**src/rtl/mem_access_pkg.sv**
```systemverilog
// Shared size codes and FSM state type for the MEM-stage load/store front end.
package mem_access_pkg;

   localparam logic [1:0] SIZE_BYTE = 2'b00;
   localparam logic [1:0] SIZE_HALF = 2'b01;
   localparam logic [1:0] SIZE_WORD = 2'b10;

   typedef enum logic {
      IDLE = 1'b0,
      RMW  = 1'b1
   } state_t;

   // Size code 11 behaves as a word access.
   function automatic logic is_word(input logic [1:0] size);
      return size[1];
   endfunction

endpackage

```
**src/rtl/mem_access_unit_lane.sv**
```systemverilog
// byte_lane_unit: little-endian lane extract/extend for loads and lane merge for stores.
module byte_lane_unit
   import mem_access_pkg::*;
(
   input  logic [1:0]  size,
   input  logic        zero_ext,
   input  logic [1:0]  offset,
   input  logic [31:0] rword,
   input  logic [31:0] wdata,
   output logic [31:0] ldata,
   output logic [31:0] mword
);

   logic [7:0]  bsel;
   logic [15:0] hsel;

   always_comb begin
      bsel  = rword[{offset, 3'b000} +: 8];
      hsel  = offset[1] ? rword[31:16] : rword[15:0];
      ldata = rword;
      mword = wdata;
      case (size)
         SIZE_BYTE: begin
            ldata = zero_ext ? {24'h0, bsel} : {{24{bsel[7]}}, bsel};
            mword = rword;
            mword[{offset, 3'b000} +: 8] = wdata[7:0];
         end
         SIZE_HALF: begin
            ldata = zero_ext ? {16'h0, hsel} : {{16{hsel[15]}}, hsel};
            mword = rword;
            if (offset[1]) mword[31:16] = wdata[15:0];
            else           mword[15:0]  = wdata[15:0];
         end
         default: ;
      endcase
   end

endmodule

```
**src/rtl/mem_access_unit.sv**
```systemverilog
// MEM-stage load/store front end with 2-cycle sub-word RMW stores.
// Optional MEM_MISALIGN_TRAP_EN: flag misaligned ops instead of force-aligning them.
module mem_access_unit
   import mem_access_pkg::*;
#(
   parameter int DEPTH_LOG2 = 8
) (
   input  logic        clk,
   input  logic        rst,
   input  logic        req_valid,
   output logic        req_ready,
   input  logic        req_write,
   input  logic [1:0]  req_size,
   input  logic        req_unsigned,
   input  logic [31:0] req_addr,
   input  logic [31:0] req_wdata,
   input  logic [4:0]  req_rd,
   output logic [31:0] dmem_address,
   output logic [31:0] dmem_data_in,
   output logic        dmem_mem_write,
   output logic        dmem_mem_read,
   input  logic [31:0] dmem_data_out,
   output logic        rsp_valid,
   output logic [31:0] rsp_rdata,
   output logic [4:0]  rsp_rd,
   output logic        misalign_err
);

   state_t state, state_nxt;

   logic [DEPTH_LOG2-1:0] idx_in, rmw_idx;
   logic [31:0]           rmw_word, ldata, mword;
   logic [1:0]            off;
   logic                  mis, wsize, acc, ld_acc, rmw_acc;
   logic                  unused;

   assign unused = ^req_addr[31:DEPTH_LOG2+2];
   assign idx_in = req_addr[DEPTH_LOG2+1:2];
   assign wsize  = is_word(req_size);

`ifdef MEM_MISALIGN_TRAP_EN
   assign off = req_addr[1:0];
   assign mis = ((req_size == SIZE_HALF) & req_addr[0]) |
                (wsize & (req_addr[1:0] != 2'b00));
`else
   // Without trapping, drop the offending low bits to natural alignment.
   always_comb begin
      off = req_addr[1:0];
      if (wsize)                       off = 2'b00;
      else if (req_size == SIZE_HALF)  off = {req_addr[1], 1'b0};
   end
   assign mis = 1'b0;
`endif

   assign acc     = req_valid & (state == IDLE);
   assign ld_acc  = acc & ~req_write & ~mis;
   assign rmw_acc = acc & req_write & ~wsize & ~mis;

   byte_lane_unit u_lane (
      .size     (req_size),
      .zero_ext (req_unsigned),
      .offset   (off),
      .rword    (dmem_data_out),
      .wdata    (req_wdata),
      .ldata    (ldata),
      .mword    (mword)
   );

   always_ff @(posedge clk or posedge rst) begin
      if (rst) state <= IDLE;
      else     state <= state_nxt;
   end

   always_comb begin
      state_nxt = state;
      case (state)
         IDLE:    if (rmw_acc) state_nxt = RMW;
         RMW:     state_nxt = IDLE;
         default: state_nxt = IDLE;
      endcase
   end

   // Enables are gated by rst so a pending RMW write drops immediately.
   always_comb begin
      req_ready      = (state == IDLE);
      dmem_address   = {{(32-DEPTH_LOG2){1'b0}}, idx_in};
      dmem_data_in   = req_wdata;
      dmem_mem_read  = 1'b0;
      dmem_mem_write = 1'b0;
      if (state == RMW) begin
         dmem_address   = {{(32-DEPTH_LOG2){1'b0}}, rmw_idx};
         dmem_data_in   = rmw_word;
         dmem_mem_write = ~rst;
      end else if (acc & ~mis & ~rst) begin
         dmem_mem_read  = ~req_write | ~wsize;
         dmem_mem_write = req_write & wsize;
      end
   end

   always_ff @(posedge clk or posedge rst) begin
      if (rst) begin
         rsp_valid <= 1'b0;
         rsp_rdata <= '0;
         rsp_rd    <= '0;
         rmw_word  <= '0;
         rmw_idx   <= '0;
      end else begin
         rsp_valid <= ld_acc;
         if (ld_acc) begin
            rsp_rdata <= ldata;
            rsp_rd    <= req_rd;
         end
         if (rmw_acc) begin
            rmw_word <= mword;
            rmw_idx  <= idx_in;
         end
      end
   end

`ifdef MEM_MISALIGN_TRAP_EN
   always_ff @(posedge clk or posedge rst) begin
      if (rst) misalign_err <= 1'b0;
      else     misalign_err <= acc & mis;
   end
`else
   assign misalign_err = 1'b0;
`endif

endmodule

```
**config.mk**
```make
export PLATFORM = sky130hd
export DESIGN_NAME = mem_access_unit
export DESIGN_NICKNAME = d
export VERILOG_FILES = /design/src/rtl/mem_access_pkg.sv /design/src/rtl/mem_access_unit_lane.sv /design/src/rtl/mem_access_unit.sv
export SDC_FILE = /design/constraint.sdc
export NUM_CORES = 1
export LEC_CHECK = 0
export ABC_AREA = 1
export CAP_MARGIN = 30
export CORE_MARGIN = 2
export CORE_UTILIZATION = 45
export CTS_BUF_LIST = sky130_fd_sc_hd__clkbuf_16
export DETAILED_ROUTE_END_ITERATION = 10
export PLACE_DENSITY = 0.81
export SETUP_SLACK_MARGIN = 0.05
export SLEW_MARGIN = 25
export SYNTH_ARGS = -nofsm -noshare
export SYNTH_HDL_FRONTEND = slang
export SYNTH_SLANG_ARGS = --single-unit
```
**constraint.sdc**
```tcl
create_clock -name clk -period 3.3 [get_ports clk]
set_clock_uncertainty 0.1 [all_clocks]
set_input_delay 0.99 -clock clk [delete_from_list [all_inputs] [get_ports clk]]
set_output_delay 0.99 -clock clk [all_outputs]
set_load 0.02 [all_outputs]
```
# ---- After elaboration in Yosys (flattened, before gate mapping)
# Cells that the tools add are included.
dict set report word_totals {
  input_bits 108
  out_inout_bits 106
  register_bits 79
  elab_cells 41
}
dict set report classes {
  eq_ne 1
  n_shift 3
  bitwise 11
  add_sub_neg 1
  n_mux 18
  n_reduce_logical 1
}
# operator count
set ops {}
lappend ops {{case mux 32 bit (2 select lines)} 2}
lappend ops {{2-to-1 mux 32 bit} 3}
lappend ops {{2-to-1 mux 16 bit} 3}
lappend ops {{bitwise mux 32 bit} 1}
lappend ops {{variable shift 8 x 7 -> 32 bit (first input constant)} 1}
lappend ops {{indexed part select 32 x 6 -> 8 bit} 1}
lappend ops {{indexed part select 8 x 7 -> 32 bit} 1}
lappend ops {{2-to-1 mux 8 bit} 1}
lappend ops {{negation 5 -> 7 bit} 1}
lappend ops {{bitwise AND 1 bit} 6}
lappend ops {{2-to-1 mux 1 bit} 6}
lappend ops {{inverter 1 bit} 4}
lappend ops {{equality test 2 x 1 -> 1 bit (second input constant)} 1}
lappend ops {{logical NOT 2 bit} 1}
lappend ops {{2-to-1 mux 2 bit} 1}
lappend ops {{case mux 1 bit (2 select lines)} 1}
lappend ops {{OR 1 bit} 1}

# ---- Logic depth before layout (Yosys ltp)
# Gate-level depths: netlist (run 1).
dict set report depth {
  depth_word 7
  mapped_depth 12
  depth_no_buf 10
}

# ---- Cells and area by module
# Synthesis (run 1) repeated with hierarchy kept, for this count alone.
dict set report unflattened {
  hier_cells 924
  area_unflattened_um2 5849.4
}
# module cells_each area_each_um2 seq_area_each_um2 n_inst
set by_module_without_submodules {}
lappend by_module_without_submodules {mem_access_unit 502 3788.6 1976.9 1}
lappend by_module_without_submodules {byte_lane_unit 422 2060.7 0.0 1}

# ---- Least setup slack after synthesis (run 1)
# OpenSTA, ideal clock, no wires.
dict set report synth_timing {
  path_type {input to output}
  start {in req_size[1]}
  end {out dmem_mem_read}
  required_ns 2.210
  arrival_ns 1.990
  path_buffers 2
  slack_ns 0.220
  path_stages 5
  path_cell_list {buf_6 -> buf_4 -> nand2_1 -> inv_1 -> nor4_1}
}
dict set report synth_between {
  elab_chain_len 4
}
# item line_no
set synth_lines {}
lappend synth_lines {{from (decl)} mem_access_unit.sv:13} ;# input logic [1:0] req_size,
lappend synth_lines {{inverter 1 bit} mem_access_unit.sv:95} ;# dmem_mem_read = ~req_write | ~wsize;
lappend synth_lines {{OR 1 bit} mem_access_unit.sv:95}
lappend synth_lines {{2-to-1 mux 1 bit} mem_access_unit.sv:94} ;# end else if (acc & ~mis & ~rst) begin
lappend synth_lines {{2-to-1 mux 1 bit} mem_access_unit.sv:90} ;# if (state == RMW) begin
lappend synth_lines {{to (decl)} mem_access_unit.sv:21} ;# output logic dmem_mem_read,
# No other way between the ends.

# ---- Worst setup path in the final report (run 1)
dict set report layout_timing {
  start {in req_wdata[17]}
  end {out dmem_data_in[17]}
}
dict set report layout_between {
  elab_chain_len 1
}
# item line_no
set layout_lines {}
lappend layout_lines {{from (decl)} mem_access_unit.sv:16} ;# input logic [31:0] req_wdata,
lappend layout_lines {{2-to-1 mux 32 bit} mem_access_unit.sv:90}
lappend layout_lines {{to (decl)} mem_access_unit.sv:19} ;# output logic [31:0] dmem_data_in,
# No other way between the ends.

==> impl_metrics.sql, run 1 <==
INSERT INTO impl_metrics (metric_group, metric, value, unit) VALUES
('synthesis', 'synthAdderAreaFrac', '1.10', '%'),
('placement', 'gpl.final_weighted_congestion', '0.930', ''),
('clock_network', 'hold_buf_cts', '0', ''),
('die', 'dieWidth', '116', 'um'),
('timing', 'setup_ws', '0.0717', 'ns'),
('synthesis', 'synth_top_family_by_area', 'simple AND/OR/NAND/NOR gates', ''),
('power', 'peak_ir_drop_on_the_vdd_network', '312', 'uV'),
('global_routing', 'antenna_found_initial', '0', ''),
('synthesis', 'synthFlopType', 'sky130_fd_sc_hd__dfrtp_1', ''),
('clock_network', 'insertion_delay', '0.34', 'ns'),
('die', 'core_region_area', '12200', 'um2'),
('global_routing', 'gr-max-usage-layer', 'met2', ''),
('global_routing', 'grt_pass1_wl', '28.1', 'mm'),
('global_routing', 'vias_in_the_first_global_route', '5573', ''),
('cells_and_area', 'finalCoreUtilization', '65.0', '%'),
('power', 'leakage', '3.94', 'nW'),
('timing', 'setup_violators_final', '0', ''),
('synthesis', 'synth_cells', '864', ''),
('synthesis', 'post_synth_num_cell_types', '30', ''),
('placement', 'dpl.hpwl', '13.2', 'mm'),
('route', 'wire_per_inst', '14.6', 'um'),
('synthesis', 'postSynthRegisterBits', '79', ''),
('clock_network', 'tritoncts', 'yes', ''),
('critical_path', 'timing.critical_path.arrival', '2.14', 'ns'),
('cells_and_area', 'fillCellCount', '1132', ''),
('synthesis', 'synth-warning-count', '0', ''),
('critical_path', 'worstSetupEndpointType', 'output pin', ''),
('synthesis', 'xor_and_xnor_area_share_after_synthesis', '0', '%'),
('global_routing', 'grt_util_all_layers', '26.5', '%'),
('worst_hold_path', 'hold_path.startpoint', 'rsp_rdata[14]$_DFFE_PP0P_', ''),
('placement', 'buffers_added_on_ports', '166', ''),
('global_routing', 'grt_start_max_net_pins', '80', ''),
('timing', 'final_max_tran_viols', '0', ''),
('global_routing', 'globalRouteOverflowTotal', '0', ''),
('synthesis', 'post_synth.cell_area_avg', '6.56', 'um2'),
('clock_network', 'clock_sink_count', '79', ''),
('critical_path', 'crit_path_max_fo', '1', ''),
('critical_path', 'worst_r2r_startpoint', 'state$_DFF_PP0_', ''),
('cells_and_area', 'n_antenna_cell', '0', ''),
('timing', 'final_hold_viol_count', '0', ''),
('clock_network', 'clkTransAtPathRegs', '0.06', 'ns'),
('synthesis', 'postSynth.asyncResetShare', '100', '%'),
('timing', 'fmaxAchievable', '0.310', 'GHz'),
('run_status', 'result_of_the_run', 'completed', ''),
('critical_path', 'critical_path_required', '2.21', 'ns'),
('cells_and_area', 'finish.net_count', '1155', ''),
('route', 'vias_per_cell', '4.98', ''),
('route', 'drt_first_iter_violations', '461', ''),
('synthesis', 'seq_area_frac_synth', '34.9', '%'),
('die', 'design.die.area', '13500', 'um2'),
('timing', 'grt_setup_unrepaired', 'false', ''),
('route', 'detail_route.wirelength', '17.8', 'mm'),
('cells_and_area', 'area_delta_synth_final', '39.5', '%'),
('worst_hold_path', 'hp-class', 'reg -> reg', ''),
('die', 'pin_count', '214', ''),
('global_routing', 'grt.met3_usage', '5.76', '%'),
('route', 'vias', '6048', ''),
('clock_network', 'ctsLongestPathBuffers', '2', ''),
('clock_network', 'cts.repair_timing.setup_buffer_count', '0', ''),
('synthesis', 'synthMuxAreaShare', '0', '%'),
('die', 'dieHeight', '116', 'um'),
('timing', 'max_slew.worst_pin.slew', '0.554', 'ns'),
('clock_network', 'htreeDepth', '3', ''),
('global_routing', 'gr-usage-met2', '41.6', '%'),
('route', 'firstDrtPassIters', '7', ''),
('synthesis', 'synth_edf_count', '0', ''),
('die', 'floorplan.rows', '40', ''),
('timing', 'fin_crit', '3.23', 'ns'),
('route', 'ant_nets', '0', ''),
('die', 'starting_utilization_of_the_core_area', '46.6', '%'),
('synthesis', 'netlist_area', '5670', 'um2');
[kinds of logic (layout without fill, tap and decap cells)]
group | Yosys count | count (layout)
buf+inv | 161 | 320
compound gates | 245 | 245
simple gates | 373 | 373
flops | 79 | 79
fa+ha+maj | 5 | 5
other cells | 1 | 25
[timing repair]
action / 4_1_cts / 5_1_grt
setup endpoints to repair: 40 / 17
resized for setup: 27 / 20
cloned: 0 / 0
[where the power goes]
part           total, mW  internal (mW)  switching [mW]
Combinational       1.09          0.486           0.608
Sequential          1.24           1.14           0.101
Clock              0.949          0.516           0.433
[state kept, by name, summed over array words and instances (netlist names)]
name / cells
rsp_rdata: 32
rmw_idx: 8
rsp_valid: 1
rmw_word: 32
rsp_rd: 5
state: 1
[placed cells by master, fill, tap and decap left out, drive strengths merged]
cell type,synthesis,final
nand3,22,22
nand2,219,219
clkdlybuf4s50,0,125
nor2,114,114
o21ai,109,109
nor4,1,1
clkinvlp,0,2
a21boi,1,1
clkbuf,21,11
dfrtp,79,79
ha,5,5
or2,17,17
dlygate4sd2,0,24
clkinv,1,5
a21oi,134,134
inv,83,84
o22a,1,1
buf,56,54
dlymetal6s2s,0,15
conb,1,25
[stage by stage]
step	instance area, um2	hold slack (ns)	instances	power (mW)	setup TNS, ns
floorplan	5760	0.353	888	1.87	0
global placement	7630	0.366	1199	2.34	-2.25
detailed placement	7630	0.364	1199	2.36	-2.45
CTS	7880	0.382	1215	3.29	0
global route	7910	0.405	1215	3.46	0
finish	7910	0.378	1215	3.28	0
[cell usage after synthesis (all sizes together), types with 5 or more instances]
master	number	area, um2
dfrtp	79	1980
inv	83	324
ha	5	62.6
nor2	114	454
o21ai	109	568
buf	56	382
nand2	219	857
nand3	22	120
clkbuf	21	78.8
or2	17	106
a21oi	134	708
[layer usage]
metal	routed length, um	vias to the layer above
met2	8050	262
li1	-	3056
met4	184	0
met3	1530	16
met5	0	-
met1	8000	2714
[worst max-delay path, cell delays in order]
cell,delay (ns)
sky130_fd_sc_hd__clkdlybuf4s50_1,0.45
sky130_fd_sc_hd__nand2_1,0.05
sky130_fd_sc_hd__nand2_1,0.06
sky130_fd_sc_hd__clkdlybuf4s50_1,0.59
[final timing paths]
path	depth (start not counted)	endpoint	slack, ns
max	4	dmem_data_in[17]	0.07
min	2	rsp_rdata[14]$_DFFE_PP0P_	0.38
max reg2reg	7	rsp_rdata[15]$_DFFE_PP0P_	1.18
min reg2reg	2	rsp_rdata[14]$_DFFE_PP0P_	0.38
max in group asynchronous	4	rsp_rdata[14]$_DFFE_PP0P_	1.66
min in group asynchronous	4	rmw_idx[6]$_DFFE_PP0P_	1.07
[final cells by class]
cell class / instances / area (um2) / share of cell area, %
multi-input combinational: 648 / 2990 / 37.9
timing repair buffer: 220 / 2110 / 26.7
sequential: 79 / 1980 / 25.0
inverter: 84 / 330 / 4.18
clock buffer: 9 / 225 / 2.85
tap: 168 / 210 / 2.66
clock inverter: 7 / 55.1 / 0.696
(Power assumes the default switching activity.)
==> run 2: changes to the inputs <==
--- a/config.mk
+++ b/config.mk
@@ -6,7 +6,6 @@
 export NUM_CORES = 1
 export LEC_CHECK = 0
 export ABC_AREA = 1
-export CAP_MARGIN = 30
 export CORE_MARGIN = 2
 export CORE_UTILIZATION = 45
 export CTS_BUF_LIST = sky130_fd_sc_hd__clkbuf_16
==> results of run 2 <==
Same layout as run 1: the final DEF is identical, and so are final timing and power.
